<file path="config.mk">
export PLATFORM = sky130hd
export DESIGN_NAME = nios2_oci_trace_arbiter_flat
export DESIGN_NICKNAME = d
export VERILOG_FILES = /design/src/rtl/nios2_oci_trace_arbiter_if.sv /design/src/rtl/nios2_oci_trace_arbiter.sv /design/src/flat_wrapper.sv
export SDC_FILE = /design/constraint.sdc
export NUM_CORES = 1
export LEC_CHECK = 0
export CAP_MARGIN = 30
export CORE_UTILIZATION = 37
export CTS_CLUSTER_DIAMETER = 80
export CTS_CLUSTER_SIZE = 20
export DETAILED_ROUTE_END_ITERATION = 6
export PLACE_DENSITY = 0.95
export SYNTH_ARGS = -nofsm -noshare
export SYNTH_HDL_FRONTEND = slang
export SYNTH_SLANG_ARGS = --single-unit
</file>
<file path="constraint.sdc">
create_clock -name clk -period 5.6 [get_ports clk]
set_input_delay 0.84 -clock clk [delete_from_list [all_inputs] [get_ports clk]]
set_output_delay 0.84 -clock clk [all_outputs]
set_load 0.005 [all_outputs]
</file>
<file path="src/rtl/nios2_oci_trace_arbiter_if.sv">
// Signal bundle joining DCT capture, the host read path and the trace RAM port to the arbiter.
// The arbiter takes the slave view; the surrounding logic (or a bench) takes the master view.
interface nios2_oci_trace_arbiter_if #(
  parameter int AW = 8,
  parameter int DW = 34
);
  logic          dct_valid;
  logic          dct_ready;
  logic [29:0]   dct_buffer;
  logic [3:0]    dct_count;
  logic          host_rd_req;
  logic [AW-1:0] host_rd_addr;
  logic          host_rd_ack;
  logic [DW-1:0] host_rd_data;
  logic [AW-1:0] ram_addr;
  logic          ram_we;
  logic [DW-1:0] ram_wdata;
  logic [DW-1:0] ram_rdata;
  logic [AW-1:0] wr_ptr;
  logic          wrapped;
  logic          test_ending;
  logic          test_has_ended;

  modport slave (
    input  dct_valid, dct_buffer, dct_count,
    input  host_rd_req, host_rd_addr,
    input  ram_rdata,
    input  test_ending,
    output dct_ready,
    output host_rd_ack, host_rd_data,
    output ram_addr, ram_we, ram_wdata,
    output wr_ptr, wrapped, test_has_ended
  );

  modport master (
    output dct_valid, dct_buffer, dct_count,
    output host_rd_req, host_rd_addr,
    output ram_rdata,
    output test_ending,
    input  dct_ready,
    input  host_rd_ack, host_rd_data,
    input  ram_addr, ram_we, ram_wdata,
    input  wr_ptr, wrapped, test_has_ended
  );
endinterface

</file>
<file path="src/rtl/nios2_oci_trace_arbiter.sv">
// Sequences DCT frames into a single-port trace RAM and shares the port with host reads;
// handles the end-of-test flush (stop capture, drain the held frame, raise test_has_ended).
module nios2_oci_trace_arbiter #(
  parameter int AW = 8
) (
  input  logic                      clk,
  input  logic                      reset,
  nios2_oci_trace_arbiter_if.slave  bus
);
  localparam int DW = 34;

  typedef enum logic [1:0] {ST_RUN, ST_RD_WAIT, ST_ENDED} state_t;
  typedef enum logic {GR_READ, GR_WRITE} grant_t;

  state_t        r_state;
  state_t        w_state_nxt;
  grant_t        r_last_grant;
  grant_t        w_last_grant_nxt;

  logic          r_hold_valid;
  logic [DW-1:0] r_hold;
  logic          r_end_req;
  logic [AW-1:0] r_wr_ptr;
  logic          r_wrapped;
  logic          r_test_has_ended;

  logic          w_dct_ready;
  logic          w_accept;
  logic          w_wr_cand;
  logic          w_wr_grant;
  logic          w_rd_grant;
  logic          w_ram_we;
  logic [AW-1:0] w_ram_addr;
  logic [DW-1:0] w_ram_wdata;
  logic          w_host_rd_ack;
  logic [DW-1:0] w_host_rd_data;

  assign w_accept  = bus.dct_valid && w_dct_ready;
  assign w_wr_cand = r_hold_valid && (r_state == ST_RUN);

  // Arbitration and next state; while reset is high every output is forced
  // idle so an abandoned read never produces an ack.
  always_comb begin
    w_state_nxt      = r_state;
    w_last_grant_nxt = r_last_grant;
    w_dct_ready      = 1'b0;
    w_wr_grant       = 1'b0;
    w_rd_grant       = 1'b0;
    w_ram_we         = 1'b0;
    w_ram_addr       = '0;
    w_ram_wdata      = '0;
    w_host_rd_ack    = 1'b0;
    w_host_rd_data   = '0;

    if (!reset) begin
      w_dct_ready = !r_hold_valid && !r_end_req && (r_state != ST_ENDED);

      case (r_state)
        ST_RUN, ST_ENDED: begin
          if (w_wr_cand && bus.host_rd_req) begin
            if (r_last_grant == GR_READ) w_wr_grant = 1'b1;
            else                         w_rd_grant = 1'b1;
          end else if (w_wr_cand) begin
            w_wr_grant = 1'b1;
          end else if (bus.host_rd_req) begin
            w_rd_grant = 1'b1;
          end

          if (w_wr_grant) begin
            w_ram_we         = 1'b1;
            w_ram_addr       = r_wr_ptr;
            w_ram_wdata      = r_hold;
            w_last_grant_nxt = GR_WRITE;
          end else if (w_rd_grant) begin
            w_ram_addr       = bus.host_rd_addr;
            w_last_grant_nxt = GR_READ;
            w_state_nxt      = ST_RD_WAIT;
          end else if (r_end_req && !r_hold_valid) begin
            w_state_nxt = ST_ENDED;
          end
        end

        ST_RD_WAIT: begin
          w_host_rd_ack  = 1'b1;
          w_host_rd_data = bus.ram_rdata;
          w_state_nxt    = (r_end_req && !r_hold_valid) ? ST_ENDED : ST_RUN;
        end

        default: w_state_nxt = ST_RUN;
      endcase
    end
  end

  always_ff @(posedge clk) begin
    if (reset) begin
      r_state          <= ST_RUN;
      r_last_grant     <= GR_READ;
      r_hold_valid     <= 1'b0;
      r_end_req        <= 1'b0;
      r_wr_ptr         <= '0;
      r_wrapped        <= 1'b0;
      r_test_has_ended <= 1'b0;
    end else begin
      r_state      <= w_state_nxt;
      r_last_grant <= w_last_grant_nxt;

      if (bus.test_ending) r_end_req <= 1'b1;

      // Empty frames are consumed by the handshake but never occupy the hold slot.
      if (w_wr_grant)                             r_hold_valid <= 1'b0;
      else if (w_accept && bus.dct_count != 4'd0) r_hold_valid <= 1'b1;

      if (w_wr_grant) begin
        r_wr_ptr <= r_wr_ptr + 1'b1;
        if (&r_wr_ptr) r_wrapped <= 1'b1;
      end

      if (w_state_nxt == ST_ENDED) r_test_has_ended <= 1'b1;
    end
  end

  always_ff @(posedge clk) begin
    if (w_accept && bus.dct_count != 4'd0) r_hold <= {bus.dct_count, bus.dct_buffer};
  end

  assign bus.dct_ready      = w_dct_ready;
  assign bus.host_rd_ack    = w_host_rd_ack;
  assign bus.host_rd_data   = w_host_rd_data;
  assign bus.ram_addr       = w_ram_addr;
  assign bus.ram_we         = w_ram_we;
  assign bus.ram_wdata      = w_ram_wdata;
  assign bus.wr_ptr         = r_wr_ptr;
  assign bus.wrapped        = r_wrapped;
  assign bus.test_has_ended = r_test_has_ended;

endmodule

</file>
<file path="src/flat_wrapper.sv">
// flat-port wrapper written by rule: the top's interface ports become plain ports
module nios2_oci_trace_arbiter_flat 
#(
  parameter int AW = 8
)
  (clk, reset, bus_dct_valid, bus_dct_buffer, bus_dct_count, bus_host_rd_req, bus_host_rd_addr, bus_ram_rdata, bus_test_ending, bus_dct_ready, bus_host_rd_ack, bus_host_rd_data, bus_ram_addr, bus_ram_we, bus_ram_wdata, bus_wr_ptr, bus_wrapped, bus_test_has_ended);
  nios2_oci_trace_arbiter_if #(.AW(AW), .DW((34))) bus_i ();
  input  logic clk;
  input  logic reset;
  input wire logic [$bits(bus_i.dct_valid)-1:0] bus_dct_valid;
  input wire logic [$bits(bus_i.dct_buffer)-1:0] bus_dct_buffer;
  input wire logic [$bits(bus_i.dct_count)-1:0] bus_dct_count;
  input wire logic [$bits(bus_i.host_rd_req)-1:0] bus_host_rd_req;
  input wire logic [$bits(bus_i.host_rd_addr)-1:0] bus_host_rd_addr;
  input wire logic [$bits(bus_i.ram_rdata)-1:0] bus_ram_rdata;
  input wire logic [$bits(bus_i.test_ending)-1:0] bus_test_ending;
  output wire logic [$bits(bus_i.dct_ready)-1:0] bus_dct_ready;
  output wire logic [$bits(bus_i.host_rd_ack)-1:0] bus_host_rd_ack;
  output wire logic [$bits(bus_i.host_rd_data)-1:0] bus_host_rd_data;
  output wire logic [$bits(bus_i.ram_addr)-1:0] bus_ram_addr;
  output wire logic [$bits(bus_i.ram_we)-1:0] bus_ram_we;
  output wire logic [$bits(bus_i.ram_wdata)-1:0] bus_ram_wdata;
  output wire logic [$bits(bus_i.wr_ptr)-1:0] bus_wr_ptr;
  output wire logic [$bits(bus_i.wrapped)-1:0] bus_wrapped;
  output wire logic [$bits(bus_i.test_has_ended)-1:0] bus_test_has_ended;
  assign bus_i.dct_valid = bus_dct_valid;
  assign bus_i.dct_buffer = bus_dct_buffer;
  assign bus_i.dct_count = bus_dct_count;
  assign bus_i.host_rd_req = bus_host_rd_req;
  assign bus_i.host_rd_addr = bus_host_rd_addr;
  assign bus_i.ram_rdata = bus_ram_rdata;
  assign bus_i.test_ending = bus_test_ending;
  assign bus_dct_ready = bus_i.dct_ready;
  assign bus_host_rd_ack = bus_i.host_rd_ack;
  assign bus_host_rd_data = bus_i.host_rd_data;
  assign bus_ram_addr = bus_i.ram_addr;
  assign bus_ram_we = bus_i.ram_we;
  assign bus_ram_wdata = bus_i.ram_wdata;
  assign bus_wr_ptr = bus_i.wr_ptr;
  assign bus_wrapped = bus_i.wrapped;
  assign bus_test_has_ended = bus_i.test_has_ended;
  nios2_oci_trace_arbiter #(.AW(AW)) u_core (.clk(clk), .reset(reset), .bus(bus_i));
endmodule
</file>
==> run_summary.xml <==
<?xml version="1.0" encoding="UTF-8"?>
<metrics>
  <group name="power_and_ir_drop">
    <metric name="power_switching" unit="mW">0.155</metric>
    <metric name="power_per_cell_area" unit="mW/mm^2">180</metric>
    <metric name="vdd_drop_max" unit="mV">0.108</metric>
    <metric name="share_seq_of_total_power" unit="%">56.0</metric>
    <metric name="internal_power" unit="mW">0.576</metric>
    <metric name="power.share.clock" unit="%">26.4</metric>
    <metric name="p_leak" unit="nW">1.47</metric>
    <metric name="pwr-share-comb" unit="%">17.6</metric>
    <metric name="fraction_of_power_spent_switching_nets" unit="%">21.2</metric>
  </group>
  <group name="yosys">
    <metric name="synth_area_leaders" unit="">edfxtp_1, and2_1, dfxtp_1, a22o_1, xor2_1</metric>
    <metric name="synth_warnings" unit="">0</metric>
    <metric name="synth_area_leader" unit="">edfxtp_1</metric>
    <metric name="syn-mean-instance-area" unit="sq um">11.7</metric>
    <metric name="post_synth_instance_area" unit="sq mm">0.00225</metric>
    <metric name="postSynthRegisterBits" unit="">49</metric>
    <metric name="synth-compound-area-share" unit="%">6.45</metric>
    <metric name="syn_nets" unit="">275</metric>
    <metric name="yosys.area.top_type_share" unit="%">45.4</metric>
    <metric name="post_synth_mux_area_share" unit="%">0.445</metric>
    <metric name="synthDistinctLibCells" unit="">38</metric>
    <metric name="combinational_family_with_the_most_area_after_synthesis" unit="">simple AND/OR/NAND/NOR gates</metric>
    <metric name="synth_simple_gate_area_share" unit="%">28.5</metric>
    <metric name="syn-instance-count" unit="">193</metric>
    <metric name="synth_seq_area_share" unit="%">58.7</metric>
    <metric name="synthXorXnorAreaFrac" unit="%">1.95</metric>
    <metric name="synth_adder_area_share" unit="%">0.556</metric>
  </group>
  <group name="route">
    <metric name="detailedRoute.firstPassIterationCount" unit="">4</metric>
    <metric name="drc" unit="">0</metric>
    <metric name="wire_per_inst" unit="um">14.3</metric>
    <metric name="post_drt_via_cell_ratio" unit="">4.72</metric>
    <metric name="postRouteAntennaNets" unit="">0</metric>
    <metric name="totalWireLength" unit="um">6200</metric>
    <metric name="drt-initial-drc-count" unit="">37</metric>
    <metric name="vias_after_detailed_routing" unit="">2044</metric>
  </group>
  <group name="hold_path">
    <metric name="hold_start" unit="">u_core.bus.test_has_ended</metric>
    <metric name="min_path_type" unit="">register to register</metric>
    <metric name="timing.hold.worst_path_depth" unit="">1</metric>
  </group>
  <group name="finish">
    <metric name="drive_gt1_share" unit="%">3.35</metric>
    <metric name="utilization" unit="%">69.0</metric>
    <metric name="mostFrequentLayoutCell" unit="">clkdlybuf4s50_1</metric>
    <metric name="layout_common_cells" unit="">clkdlybuf4s50_1, and2_1, edfxtp_1, dfxtp_1, nor2_1</metric>
    <metric name="instances_no_fill" unit="">433</metric>
    <metric name="layout.nets" unit="">440</metric>
    <metric name="n_antenna_cell" unit="">0</metric>
    <metric name="syn2layout_area_growth" unit="%">80.6</metric>
  </group>
  <group name="worst_setup_path">
    <metric name="rr_startpoint" unit="">u_core.r_state[0]</metric>
    <metric name="crit_path_max_incr_delay" unit="ns">0.73</metric>
    <metric name="startpoint" unit="">reset</metric>
    <metric name="worstPathBufferInverterCount" unit="">3</metric>
    <metric name="startpoint_type" unit="">input port</metric>
    <metric name="critical_path.endpoint_type" unit="">output port</metric>
    <metric name="setup.worst_path.class" unit="">input port to output port</metric>
    <metric name="cp_max_fo" unit="">35</metric>
    <metric name="cp_data_arrival_time" unit="ns">3.33</metric>
    <metric name="timing.critical_path.mode_cell" unit="">clkdlybuf4s50_1</metric>
    <metric name="timing.critical_path.slowest_stage_cell" unit="">and3_1</metric>
    <metric name="worstPathRequired" unit="ns">4.76</metric>
    <metric name="crit_chain" unit="">clkdlybuf4s50_1, inv_1, and3_1, and2_1, clkdlybuf4s50_1</metric>
    <metric name="rr_worst_depth" unit="">4</metric>
    <metric name="worst_path_dominant_cell_family" unit="">buffers and inverters</metric>
    <metric name="cp_num_cells" unit="">5</metric>
  </group>
  <group name="grt">
    <metric name="antenna_found_initial" unit="">0</metric>
    <metric name="wire_length_of_the_first_global_routing_pass" unit="um">9180</metric>
    <metric name="grt_max_degree" unit="">43</metric>
    <metric name="globalRouteOverflowTotal" unit="">0</metric>
    <metric name="grt_pass1_vias" unit="">2014</metric>
    <metric name="global_route_usage_over_all_layers" unit="%">19.2</metric>
  </group>
  <group name="clock_network">
    <metric name="cts.path.max_buffers" unit="">2</metric>
    <metric name="cts.htree.levels" unit="">2</metric>
    <metric name="clkSlewWorstSetupHoldPaths" unit="ns">0.08</metric>
    <metric name="clk_root_buf" unit="">clkbuf_8</metric>
    <metric name="clock_sink_count" unit="">49</metric>
    <metric name="cts_setup_buffers" unit="">0</metric>
    <metric name="tritoncts.num_buffers" unit="">5</metric>
    <metric name="clk_latency" unit="ns">0.29</metric>
    <metric name="holdBufCountCts" unit="">0</metric>
    <metric name="tritoncts" unit="">built</metric>
    <metric name="cts.repair.resized" unit="">0</metric>
  </group>
  <group name="timing">
    <metric name="fin_skew" unit="ns">0.00302</metric>
    <metric name="post_route_setup_tns" unit="ns">0</metric>
    <metric name="setup_violations" unit="">0</metric>
    <metric name="final_hold_viol_count" unit="">0</metric>
    <metric name="shortest_clock_period_the_worst_path_allows_after_layout" unit="ns">4.17</metric>
    <metric name="max_clock_freq" unit="GHz">0.240</metric>
    <metric name="period_share" unit="%">74.5</metric>
    <metric name="timing.final.max_slew_violations" unit="">0</metric>
    <metric name="rsz0062_at_grt" unit="">false</metric>
    <metric name="fin_ws" unit="ns">1.43</metric>
    <metric name="relative_slew_slack" unit="%">45.1</metric>
    <metric name="tightestPinTransition" unit="ns">0.824</metric>
  </group>
  <group name="placed_design">
    <metric name="gpl.final_weighted_congestion" unit="">0.829</metric>
    <metric name="hpwl" unit="um">4900</metric>
    <metric name="placed_cells_incl_taps" unit="">426</metric>
    <metric name="placement.setup.worst_slack" unit="ns">1.39</metric>
    <metric name="quantity_of_i_o_buffers_inserted_on_ports" unit="">169</metric>
  </group>
  <group name="floorplanning">
    <metric name="core-area" unit="sq mm">0.00589</metric>
    <metric name="floorplan.die.height" unit="um">80.0</metric>
    <metric name="placement_rows" unit="">28</metric>
    <metric name="pin_count" unit="">170</metric>
    <metric name="overall_die_width" unit="um">80.0</metric>
    <metric name="initial_core_utilization" unit="%">38.2</metric>
    <metric name="die_area" unit="sq mm">0.00640</metric>
  </group>
  <group name="run">
    <metric name="cap_viol_max_count" unit="">0</metric>
  </group>
  <group name="run_status">
    <metric name="outcome" unit="">completed</metric>
  </group>
</metrics>
-- metrics by stage --
| step | instance area, sq um | hold WS, ns | power (mW) |
|---|---|---|---|
| finish | 4060 | 0.482 | 0.731 |
| global route | 4060 | 0.508 | 0.767 |
| CTS | 4060 | 0.489 | 0.740 |
| detailed placement | 3980 | 0.465 | 0.548 |
| global placement | 3980 | 0.445 | 0.544 |
| floorplan | 2250 | 0.451 | 0.452 |
-- cell usage after synthesis, drive strengths merged --
cell     number
nor4          1
nor3b         1
or3           2
xnor2         1
or2b          1
o21ai         2
and3          3
ha            1
o311a         1
a31oi         2
nand2b        1
nand4         4
dfxtp        15
nor3          3
edfxtp       34
a32oi         1
a21oi         3
nor2          8
xor2          4
clkbuf        8
nand3         2
and3b         1
inv           4
mux2i         1
o2bb2ai       1
a21boi        1
a21o          1
buf           4
nand2         2
nor2b         2
or4           1
a22o          7
and2         70
-- cells by family (layout without fill, tap and decap cells) --
logic type,count (synthesis),count (layout)
adder cells (fa/ha/maj),1,1
AND/OR/NAND/NOR,102,102
XOR/XNOR,5,5
multiplexers,1,1
flip-flops,49,49
buffers and inverters,16,181
AO/OA/AOI/OAI,19,19
-- area by class of cell --
class | instances | area, sq um
fillers | 435 | 1820
repair buffers | 170 | 1700
flip-flops and latches | 49 | 1320
multi-input cells | 128 | 853
well taps | 75 | 93.8
clock buffers | 5 | 68.8
inverters | 4 | 15.0
clock inverters | 2 | 11.3
-- worst reg2reg max path, cell delays in order (launching register included) --
cell	delay (ns)
dfxtp_1	0.46
nor2b_1	0.10
nor4_1	0.33
and3_1	0.22
buf_4	0.38
-- power groups by stage --
| stage | combinational [mW] | sequential, mW | clock (mW) |
|---|---|---|---|
| finish | 0.129 | 0.409 | 0.193 |
| global route | 0.138 | 0.411 | 0.218 |
| CTS | 0.131 | 0.409 | 0.200 |
| detailed placement | 0.130 | 0.418 | 0 |
| global placement | 0.127 | 0.417 | 0 |
| floorplan | 0.0356 | 0.416 | 0 |
-- worst paths after layout --
check                         endpoint  slack (ns)
max reg2reg          u_core.r_hold[22]        3.76
max               bus_host_rd_data[13]        1.43
min reg2reg  u_core.bus.test_has_ended        0.48
min          u_core.bus.test_has_ended        0.48
-- per-layer routing --
metal | up-vias | track usage, % | share of wire (%)
li1 | 989 | - | -
met1 | 930 | 18.1 | 34
met2 | 112 | 37.8 | 55
met3 | 13 | 5.83 | 8.6
met4 | 0 | 7.50 | 2.5
met5 | - | 0 | 0
-- registers in the layout (all words and copies together) (netlist names) --
signal	count
u_core.bus.wr_ptr	8
u_core.r_last_grant	1
u_core.r_hold_valid	1
u_core.bus.test_has_ended	1
u_core.bus.wrapped	1
u_core.r_hold	34
u_core.r_state	2
u_core.r_end_req	1
No activity file was read; power rests on OpenSTA's default activity.
